**src/rtl/fetch_sequencer.sv**
```systemverilog
// -----------------------------------------------------------------------------
// fetch_sequencer
//
// Instruction-fetch controller for the pipelined core. It owns the
// architectural fetch PC and runs a request/ready handshake with instruction
// memory. Fetched words are delivered into the IF/ID register interface.
// Under a hazard stall a completed fetch is parked in a one-entry skid
// buffer. Branch/jump redirects from EX flush IF/ID and ID/EX. A fetch that
// is already in flight is drained, and its data is dropped, before the new
// target is requested. A misaligned redirect target parks the block in a
// sticky FAULT state until reset.
//
// Parameters
//   RESET_PC    fetch address after reset
//   NOP_INSTR   word driven on if_instr when no live instruction is present
//
// Ports
//   clk             in   1   clock, rising edge
//   rst             in   1   synchronous active-high reset
//   stall_i         in   1   hazard stall, hold the IF/ID outputs
//   redirect_valid  in   1   one-cycle redirect pulse from EX
//   redirect_pc     in  32   redirect target
//   imem_req        out  1   fetch request
//   imem_addr       out 32   fetch address (internal pc)
//   imem_ready      in   1   memory transfer strobe (transfer = req & ready)
//   imem_rdata      in  32   instruction word, valid with imem_ready
//   if_valid        out  1   IF/ID holds a live instruction
//   if_pc           out 32   PC of delivered instruction
//   if_instr        out 32   delivered instruction word
//   flush_ifid      out  1   kill IF/ID (combinational from redirect)
//   flush_idex      out  1   kill ID/EX (combinational from redirect)
//   fault_o         out  1   sticky misaligned-redirect fault
// -----------------------------------------------------------------------------
module fetch_sequencer #(
  parameter logic [31:0] RESET_PC  = 32'h0000_0000,
  parameter logic [31:0] NOP_INSTR = 32'h0000_0013
) (
  input  logic        clk,
  input  logic        rst,
  input  logic        stall_i,
  input  logic        redirect_valid,
  input  logic [31:0] redirect_pc,
  output logic        imem_req,
  output logic [31:0] imem_addr,
  input  logic        imem_ready,
  input  logic [31:0] imem_rdata,
  output logic        if_valid,
  output logic [31:0] if_pc,
  output logic [31:0] if_instr,
  output logic        flush_ifid,
  output logic        flush_idex,
  output logic        fault_o
);

  typedef enum logic [1:0] {
    ST_RUN   = 2'd0,
    ST_DRAIN = 2'd1,
    ST_FAULT = 2'd2
  } state_t;

  // Registered state
  state_t      state_r;
  logic [31:0] pc_r;
  logic [31:0] pend_pc_r;
  logic        skid_valid_r;
  logic [31:0] skid_pc_r;
  logic [31:0] skid_instr_r;
  logic        if_valid_r;
  logic [31:0] if_pc_r;
  logic [31:0] if_instr_r;

  // Next-state values
  state_t      state_s;
  logic [31:0] pc_s;
  logic [31:0] pend_pc_s;
  logic        skid_valid_s;
  logic [31:0] skid_pc_s;
  logic [31:0] skid_instr_s;
  logic        if_valid_s;
  logic [31:0] if_pc_s;
  logic [31:0] if_instr_s;

  // Combinational controls
  logic        imem_req_s;
  logic        xfer_s;
  logic        redirect_s;
  logic        misaligned_s;

  // Request generation. In RUN a full skid means the previous fetch is still
  // parked, so no new request goes out until it has been delivered. The
  // request only drops in RUN when skid fills, which happens on the edge
  // that completes a transfer, so a request is never withdrawn mid-flight.
  always_comb begin
    imem_req_s = 1'b0;
    if (rst) begin
      imem_req_s = 1'b0;
    end else begin
      case (state_r)
        ST_RUN:   imem_req_s = ~skid_valid_r;
        ST_DRAIN: imem_req_s = 1'b1;
        ST_FAULT: imem_req_s = 1'b0;
        default:  imem_req_s = 1'b0;
      endcase
    end
  end

  assign xfer_s       = imem_req_s & imem_ready;
  // Redirects are honoured in RUN and DRAIN only; a faulted core ignores them.
  assign redirect_s   = redirect_valid & ~rst &
                        ((state_r == ST_RUN) | (state_r == ST_DRAIN));
  assign misaligned_s = (redirect_pc[1:0] != 2'b00);

  // Next-state and IF/ID update logic.
  always_comb begin
    state_s      = state_r;
    pc_s         = pc_r;
    pend_pc_s    = pend_pc_r;
    skid_valid_s = skid_valid_r;
    skid_pc_s    = skid_pc_r;
    skid_instr_s = skid_instr_r;
    if_valid_s   = if_valid_r;
    if_pc_s      = if_pc_r;
    if_instr_s   = if_instr_r;

    case (state_r)
      ST_RUN, ST_DRAIN: begin
        if (redirect_s) begin
          // Redirect wins over stall; any data returning this cycle belongs
          // to the wrong path and is dropped along with the skid contents.
          if_valid_s   = 1'b0;
          if_instr_s   = NOP_INSTR;
          skid_valid_s = 1'b0;
          if (misaligned_s) begin
            state_s = ST_FAULT;
          end else if (imem_req_s && !imem_ready) begin
            // Outstanding request must complete at its original address
            // before the target can be issued; remember the target.
            pend_pc_s = redirect_pc;
            state_s   = ST_DRAIN;
          end else begin
            pc_s    = redirect_pc;
            state_s = ST_RUN;
          end
        end else if (state_r == ST_DRAIN) begin
          if (xfer_s) begin
            // Wrong-path data: discard and start on the pending target.
            pc_s    = pend_pc_r;
            state_s = ST_RUN;
          end else begin
            state_s = ST_DRAIN;
          end
        end else if (xfer_s) begin
          pc_s = pc_r + 32'd4;
          if (stall_i) begin
            skid_valid_s = 1'b1;
            skid_pc_s    = pc_r;
            skid_instr_s = imem_rdata;
          end else begin
            if_valid_s = 1'b1;
            if_pc_s    = pc_r;
            if_instr_s = imem_rdata;
          end
        end else if (stall_i) begin
          // Hold IF/ID and skid as they are.
          if_valid_s = if_valid_r;
        end else if (skid_valid_r) begin
          if_valid_s   = 1'b1;
          if_pc_s      = skid_pc_r;
          if_instr_s   = skid_instr_r;
          skid_valid_s = 1'b0;
        end else begin
          // Wait state with nothing parked: emit a bubble, keep if_pc.
          if_valid_s = 1'b0;
          if_instr_s = NOP_INSTR;
        end
      end
      ST_FAULT: begin
        state_s      = ST_FAULT;
        if_valid_s   = 1'b0;
        if_instr_s   = NOP_INSTR;
        skid_valid_s = 1'b0;
      end
      default: begin
        // Unreachable encoding: halt fetch rather than run from an unknown PC.
        state_s      = ST_FAULT;
        if_valid_s   = 1'b0;
        if_instr_s   = NOP_INSTR;
        skid_valid_s = 1'b0;
      end
    endcase
  end

  // State and IF/ID register update with synchronous reset.
  always_ff @(posedge clk) begin
    if (rst) begin
      state_r      <= ST_RUN;
      pc_r         <= RESET_PC;
      pend_pc_r    <= 32'h0000_0000;
      skid_valid_r <= 1'b0;
      skid_pc_r    <= 32'h0000_0000;
      skid_instr_r <= NOP_INSTR;
      if_valid_r   <= 1'b0;
      if_pc_r      <= 32'h0000_0000;
      if_instr_r   <= NOP_INSTR;
    end else begin
      state_r      <= state_s;
      pc_r         <= pc_s;
      pend_pc_r    <= pend_pc_s;
      skid_valid_r <= skid_valid_s;
      skid_pc_r    <= skid_pc_s;
      skid_instr_r <= skid_instr_s;
      if_valid_r   <= if_valid_s;
      if_pc_r      <= if_pc_s;
      if_instr_r   <= if_instr_s;
    end
  end

  assign imem_req   = imem_req_s;
  assign imem_addr  = pc_r;
  assign if_valid   = if_valid_r;
  assign if_pc      = if_pc_r;
  assign if_instr   = if_instr_r;
  assign flush_ifid = redirect_s;
  assign flush_idex = redirect_s;
  assign fault_o    = (state_r == ST_FAULT);

endmodule

```
**config.mk**
```make
export PLATFORM = sky130hd
export DESIGN_NAME = fetch_sequencer
export DESIGN_NICKNAME = d
export VERILOG_FILES = /design/src/rtl/fetch_sequencer.sv
export SDC_FILE = /design/constraint.sdc
export NUM_CORES = 1
export LEC_CHECK = 0
export CAP_MARGIN = 20
export CORE_ASPECT_RATIO = 0.75
export CORE_MARGIN = 1.5
export CORE_UTILIZATION = 50
export CTS_BUF_LIST = sky130_fd_sc_hd__clkbuf_8
export CTS_CLUSTER_DIAMETER = 120
export DETAILED_ROUTE_END_ITERATION = 8
export HOLD_SLACK_MARGIN = 0.06
export PLACE_DENSITY = 0.77
export SLEW_MARGIN = 20
export SYNTH_ARGS = -nofsm -noshare
export SYNTH_HDL_FRONTEND = slang
export SYNTH_SLANG_ARGS = --single-unit
```
**constraint.sdc**
```tcl
create_clock -name clk -period 2.8 [get_ports clk]
set_input_delay 0.42 -clock clk [delete_from_list [all_inputs] [get_ports clk]]
set_output_delay 0.42 -clock clk [all_outputs]
set_load 0.01 [all_outputs]
```
---- Word level (Yosys, flattened, before mapping) ----
Cells that the tools add are included.
cells by class
  reduce and logical (&&, ||, !) cells .... 16
  equal/unequal tests ..................... 7
  muxes and demuxes ....................... 29
  bitwise gates (word level) .............. 11
  add/sub/neg operators ................... 1
operator list
  kind                   count
  $mux 32                14
  $add 32x3->32 const B  1
  $mux 1                 10
  $reduce_and 5->1       2
  $mux 2                 4
  $reduce_and 4->1       2
  $reduce_bool 2->1      4
  $not 1->1              7
  $ne 2x2->1 const B     3
  $reduce_or 2->1        2
  $and 1x1->1            3
  $ne 3x3->1 const B     1
  $reduce_and 3->1       1
  $reduce_or 3->1        1
  $eq 2x1->1 const B     1
  $eq 2x2->1 const B     1
  $logic_not 2->1        1
  $ne 2x1->1 const B     1
  $pmux 1 s2             1
  $reduce_and 2->1       1
  $logic_and 1x1->1      1
  $logic_not 1->1        1
  $or 1x1->1             1
word-level totals
  register bits ........................... 196
  input port bits ......................... 69

---- Logic depth before layout (Yosys ltp) ----
  depth in word-level cells ............... 8
  depth in mapped cells ................... 9

---- Worst setup path after synthesis ----
No wires, ideal clock.
  path kind ............................... register to register
  start point ............................. reg pc_r[2] (netlist: imem_addr[2])
  end point ............................... reg pc_r[22] (netlist: imem_addr[22])
  library setup time ...................... 0.059 ns
  cell stages (with the launch flop) ...... 8
  arrival ................................. 2.067 ns
  setup slack ............................. 0.673 ns
  data required time ...................... 2.741 ns
  path through ............................ dfxtp_1 ha_1 nand3_1 or4_1 buf_2 or2_4 o41ai_2 a32o_2
between the ends
  cells in the longest elaborated chain, start to end .. 4
RTL lines
  element                 RTL line  source
  from (decl)             63        logic [31:0] pc_r;
  from (signal assigned)  207       pc_r <= pc_s;
  $add 32x3->32           153       pc_s = pc_r + 32'd4;
  $mux 32                 152       end else if (xfer_s) begin
  $mux 32                 144       end else if (state_r == ST_DRAIN) begin
  $mux 32                 127       if (redirect_s) begin
No other way between the ends. The select of a mux whose other input is x is not followed.
A chain may end at the register's enable or synchronous reset.

---- Worst setup path after layout ----
  start point ............................. reg state_r[1]
  end point ............................... out flush_ifid
between the ends
  cells in the longest elaborated chain, start to end .. 3
RTL lines
  element                                        RTL line  source
  from (decl)                                    62        state_t state_r;
  from (signal assigned)                         206       state_r <= state_s;
  $eq 2x1->1 or $logic_not 2->1 (tied branches)  110       ((state_r == ST_RUN) | (state_r == ST_DRAIN));
  $or 1x1->1 *                                   110
  $and 1x1->1 *                                  109       assign redirect_s = redirect_valid & ~rst &
  to (decl)                                      50        output logic flush_ifid,
Mark *: on every way between the ends. The rest lies on a longest branch, timed or not.

==> qor.csv <==
stage;metric;value;unit
critical_path;CP arrival;2.18;ns
routing;WL/cell;16.7;µm
yosys;simple-gate share of the synthesized area;0.279;
layout;most common cell after layout, fill and taps aside;nand2_1;
critical_path;Max stage delay on crit path;0.58;ns
global_route;GR peak layer;met1;
power;Flop pwr share;0.538;
critical_path;Cell Chain, Critical Path;or3b_1 -> inv_2 -> clkdlybuf4s50_1;
routing;iteration count of the initial detailed-routing pass;5;
sta;Slew @ Worst Pin;0.745;ns
critical_path;critical path type;flip-flop to output port;
global_route;GR Layer Usage met3;0.0655;
power;internal power;0.00395;W
global_route;gr ovfl total;0;
global_route;largest net degree at the start of global routing;104;
routing;via count;8751;
power;Clk pwr share;0.325;
clock_network;Setup Buffers After CTS;0;
power;sw frac;0.275;
power;total power;0.00544;W
critical_path;crit path max fanout;11;
power;Comb pwr share;0.137;
layout;share of post-route cells with drive strength above 1;0.0776;
clock_network;Worst-path clk slew;0.10;ns
placed_design;RePlAce Congestion;0.891;
run_status;outcome;complete, no violations;
clock_network;H-tree depth;4;
clock_network;CTS tree;built;
hold_path;HP Class;primary input to flip-flop;
placed_design;IO buf count;169;
yosys;syn_nets;1220;
yosys;Syn Area/Cell;7.59;µm²
routing;Post-DRT Antenna Nets;0;
critical_path;slowest library cell on the worst path;clkdlybuf4s50_1;
power;P_leak;3.61;nW
layout;sequential cell area;3920;µm²
clock_network;Clock Tree Root;clkbuf_8;
yosys;mapped cell area;8730;µm²
sta;Tcrit/Tclk final;0.928;
critical_path;worst reg2reg endpoint;imem_addr[22];
yosys;Mapped Cells;1150;
power;Pwr per Cell Area;491;nW/µm²
critical_path;CP Capture Point;flush_ifid;
layout;Area Growth Syn to Fin;26.9;%
sta;Setup Total Neg Slack;0;ns
layout;fillcell total;1471;
global_route;vias in the first global route;7646;
routing;First DRT Iteration DRCs;990;
global_route;GR Util met1;0.438;
routing;vias per cell;5.74;
yosys;sequential element share of the synthesized area;0.449;
layout;commonest cells after routing, fill and taps aside;nand2_1 (321), dfxtp_1 (196), clkdlybuf4s50_1 (168);
critical_path;CP startpoint;state_r[1];
global_route;first-pass GRT wire length;41.2;mm
placed_design;dpl cells;1492;
layout;n_diodes;0;
clock_network;Sink Count;196;
critical_path;required time worst endpoint;2.38;ns
sta;Rel. slew slack;0.504;
clock_network;clk_lat worst skew;0.48;ns
layout;Final Non-Filler Cells;1525;
yosys;FF+latch count, synth;196;
global_route;initial antenna violation count;0;
layout;Layout Utilization;0.653;
sta;Max Freq;385;MHz
job;max-cap violations;0;
routing;DRC;0;
floorplanning;row cnt;41;
critical_path;startpoint class of the critical path;flip-flop;
critical_path;R2R Setup Slk;0.46;ns
yosys;ys flop type;dfxtp_1;
placed_design;Placed Area;10700;µm²
yosys;largest family of logic cells by synthesized area;simple AND/OR/NAND/NOR gates;
sta;fin. max-slew vios;0;
global_route;grt met2 use;0.388;
sta;worst clock skew;0.0116;ns
floorplanning;core region area;17000;µm²
clock_network;hold_buf cts;0;
clock_network;Num CTS Buffers;17;
sta;endpoints failing hold;0;
global_route;all-layer global routing usage;0.281;
critical_path;worst r2r path cells;5;
yosys;EDFF count, synth;0;
power;Sw Pwr;0.00149;W
layout;Multi-input gate area;4350;µm²
yosys;Synth Warn #;0;
clock_network;Max clock buf depth;2;
yosys;area fraction in compound gates after synthesis;0.201;
sta;Final setup viols;0;
yosys;Synth area leaders;dfxtp_1 (45%), nand2_1 (14%), a21oi_1 (6.8%);
yosys;unique cell type count in the Yosys netlist;62;
yosys;XOR/XNOR share of the synthesized area;0.0120;
yosys;Post-Synth Adder-Cell Area;0.00143;
yosys;cell taking the most area after synthesis;dfxtp_1;
sta;unrepaired setup endpoints after global routing;false;
floorplanning;Die Width;156;µm
clock_network;Post-CTS Resized;0;
yosys;mux cell area share after synthesis;0.00229;
floorplanning;IO Count;170;
floorplanning;Initial Utilization;0.514;
floorplanning;Die Height;117;µm
placed_design;Detailed Place HPWL;17.0;mm
routing;routed wire length;25.5;mm
sta;Final min period;2.60;ns
critical_path;R2R Path Start;imem_addr[7];
yosys;Post-synth ARST share;0;
yosys;top cell type's share of synthesized area;0.449;
floorplanning;Die ar.;18300;µm²
layout;number of nets in the layout;1346;
power;VDD IR-drop max;0.000290;V
critical_path;endpoint class of the critical path;output port;
layout;fin area;11100;µm²
-- sequential cells by signal (all words and copies together), names as in the netlist --
signal        count
skid_valid_r      1
if_pc            32
if_instr         32
skid_pc_r        32
if_valid          1
skid_instr_r     32
imem_addr        32
pend_pc_r        32
state_r           2
-- through the flow --
stage          setup slack (ns)  hold WS (ns)
6_report                  0.203         0.316
5_1_grt                   0.134         0.310
4_1_cts                   0.203         0.296
3_5_place_dp              0.214         0.442
3_3_place_gp              0.208         0.437
2_1_floorplan             0.673         0.431
-- Yosys cell counts, drive strengths merged, types with 2 or more instances --
master / instances
o211ai: 2
nor2b: 3
xor2: 6
and2: 2
nor4: 6
and4: 5
o21ai: 26
o2111ai: 2
a32o: 2
inv: 6
a21oi: 118
or4: 8
nor3b: 3
nand2b: 3
nor3: 18
buf: 43
o221a: 7
nor2: 101
o31ai: 2
o21a: 2
nand2: 321
nand4: 11
o311ai: 4
clkbuf: 67
a221oi: 3
xnor2: 6
dfxtp: 196
a211oi: 16
a311oi: 64
and3: 14
nand3: 52
a41oi: 2
or2: 3
a211o: 4
a31oi: 2
mux2i: 2
o41ai: 2
or3: 5
-- worst min path at each step --
stage	from	endpoint	slack [ns]	cells after the start
2_1_floorplan	pend_pc_r[25]	pend_pc_r[25]	0.43	2
3_3_place_gp	pend_pc_r[18]	pend_pc_r[18]	0.44	2
3_5_place_dp	pend_pc_r[19]	pend_pc_r[19]	0.44	2
4_1_cts	rst	state_r[0]	0.30	3
5_1_grt	rst	state_r[0]	0.31	3
6_report	rst	state_r[0]	0.32	3
-- kinds of logic after synthesis --
group                    Yosys count
XOR/XNOR                          12
multiplexers                       2
AO/OA/AOI/OAI                    263
AND/OR/NAND/NOR                  560
flip-flops                       196
buffers and inverters            116
adder cells (fa/ha/maj)            1
-- critical path: cells and delay by family (launching register included) --
kind | cells | cell delay [ns]
flops | 1 | 0.43
simple gates | 1 | 0.48
buf+inv | 2 | 0.78
-- power by group through the flow --
| stage | logic (W) | clock network [W] | registers (W) |
|---|---|---|---|
| 2_1_floorplan | 0.000341 | 0 | 0.00300 |
| 3_3_place_gp | 0.000724 | 0 | 0.00299 |
| 3_5_place_dp | 0.000732 | 0 | 0.00299 |
| 4_1_cts | 0.000734 | 0.00178 | 0.00293 |
| 5_1_grt | 0.000803 | 0.00192 | 0.00294 |
| 6_report | 0.000746 | 0.00177 | 0.00293 |
-- area by class of cell --
type                       instances  area share
sequential                       196       0.354
clock inverter                    13     0.00971
tap                              236      0.0266
timing repair buffer             217       0.191
clock buffer                      19      0.0236
inverter                           6     0.00203
multi-input combinational        838       0.393
-- routing by layer --
| metal | wire length [µm] | vias up |
|---|---|---|
| li1 | - | 4250 |
| met1 | 12200 | 4065 |
| met2 | 10600 | 407 |
| met3 | 2470 | 29 |
| met4 | 298 | 0 |
| met5 | 0 | - |
(Power assumes the default switching activity.)
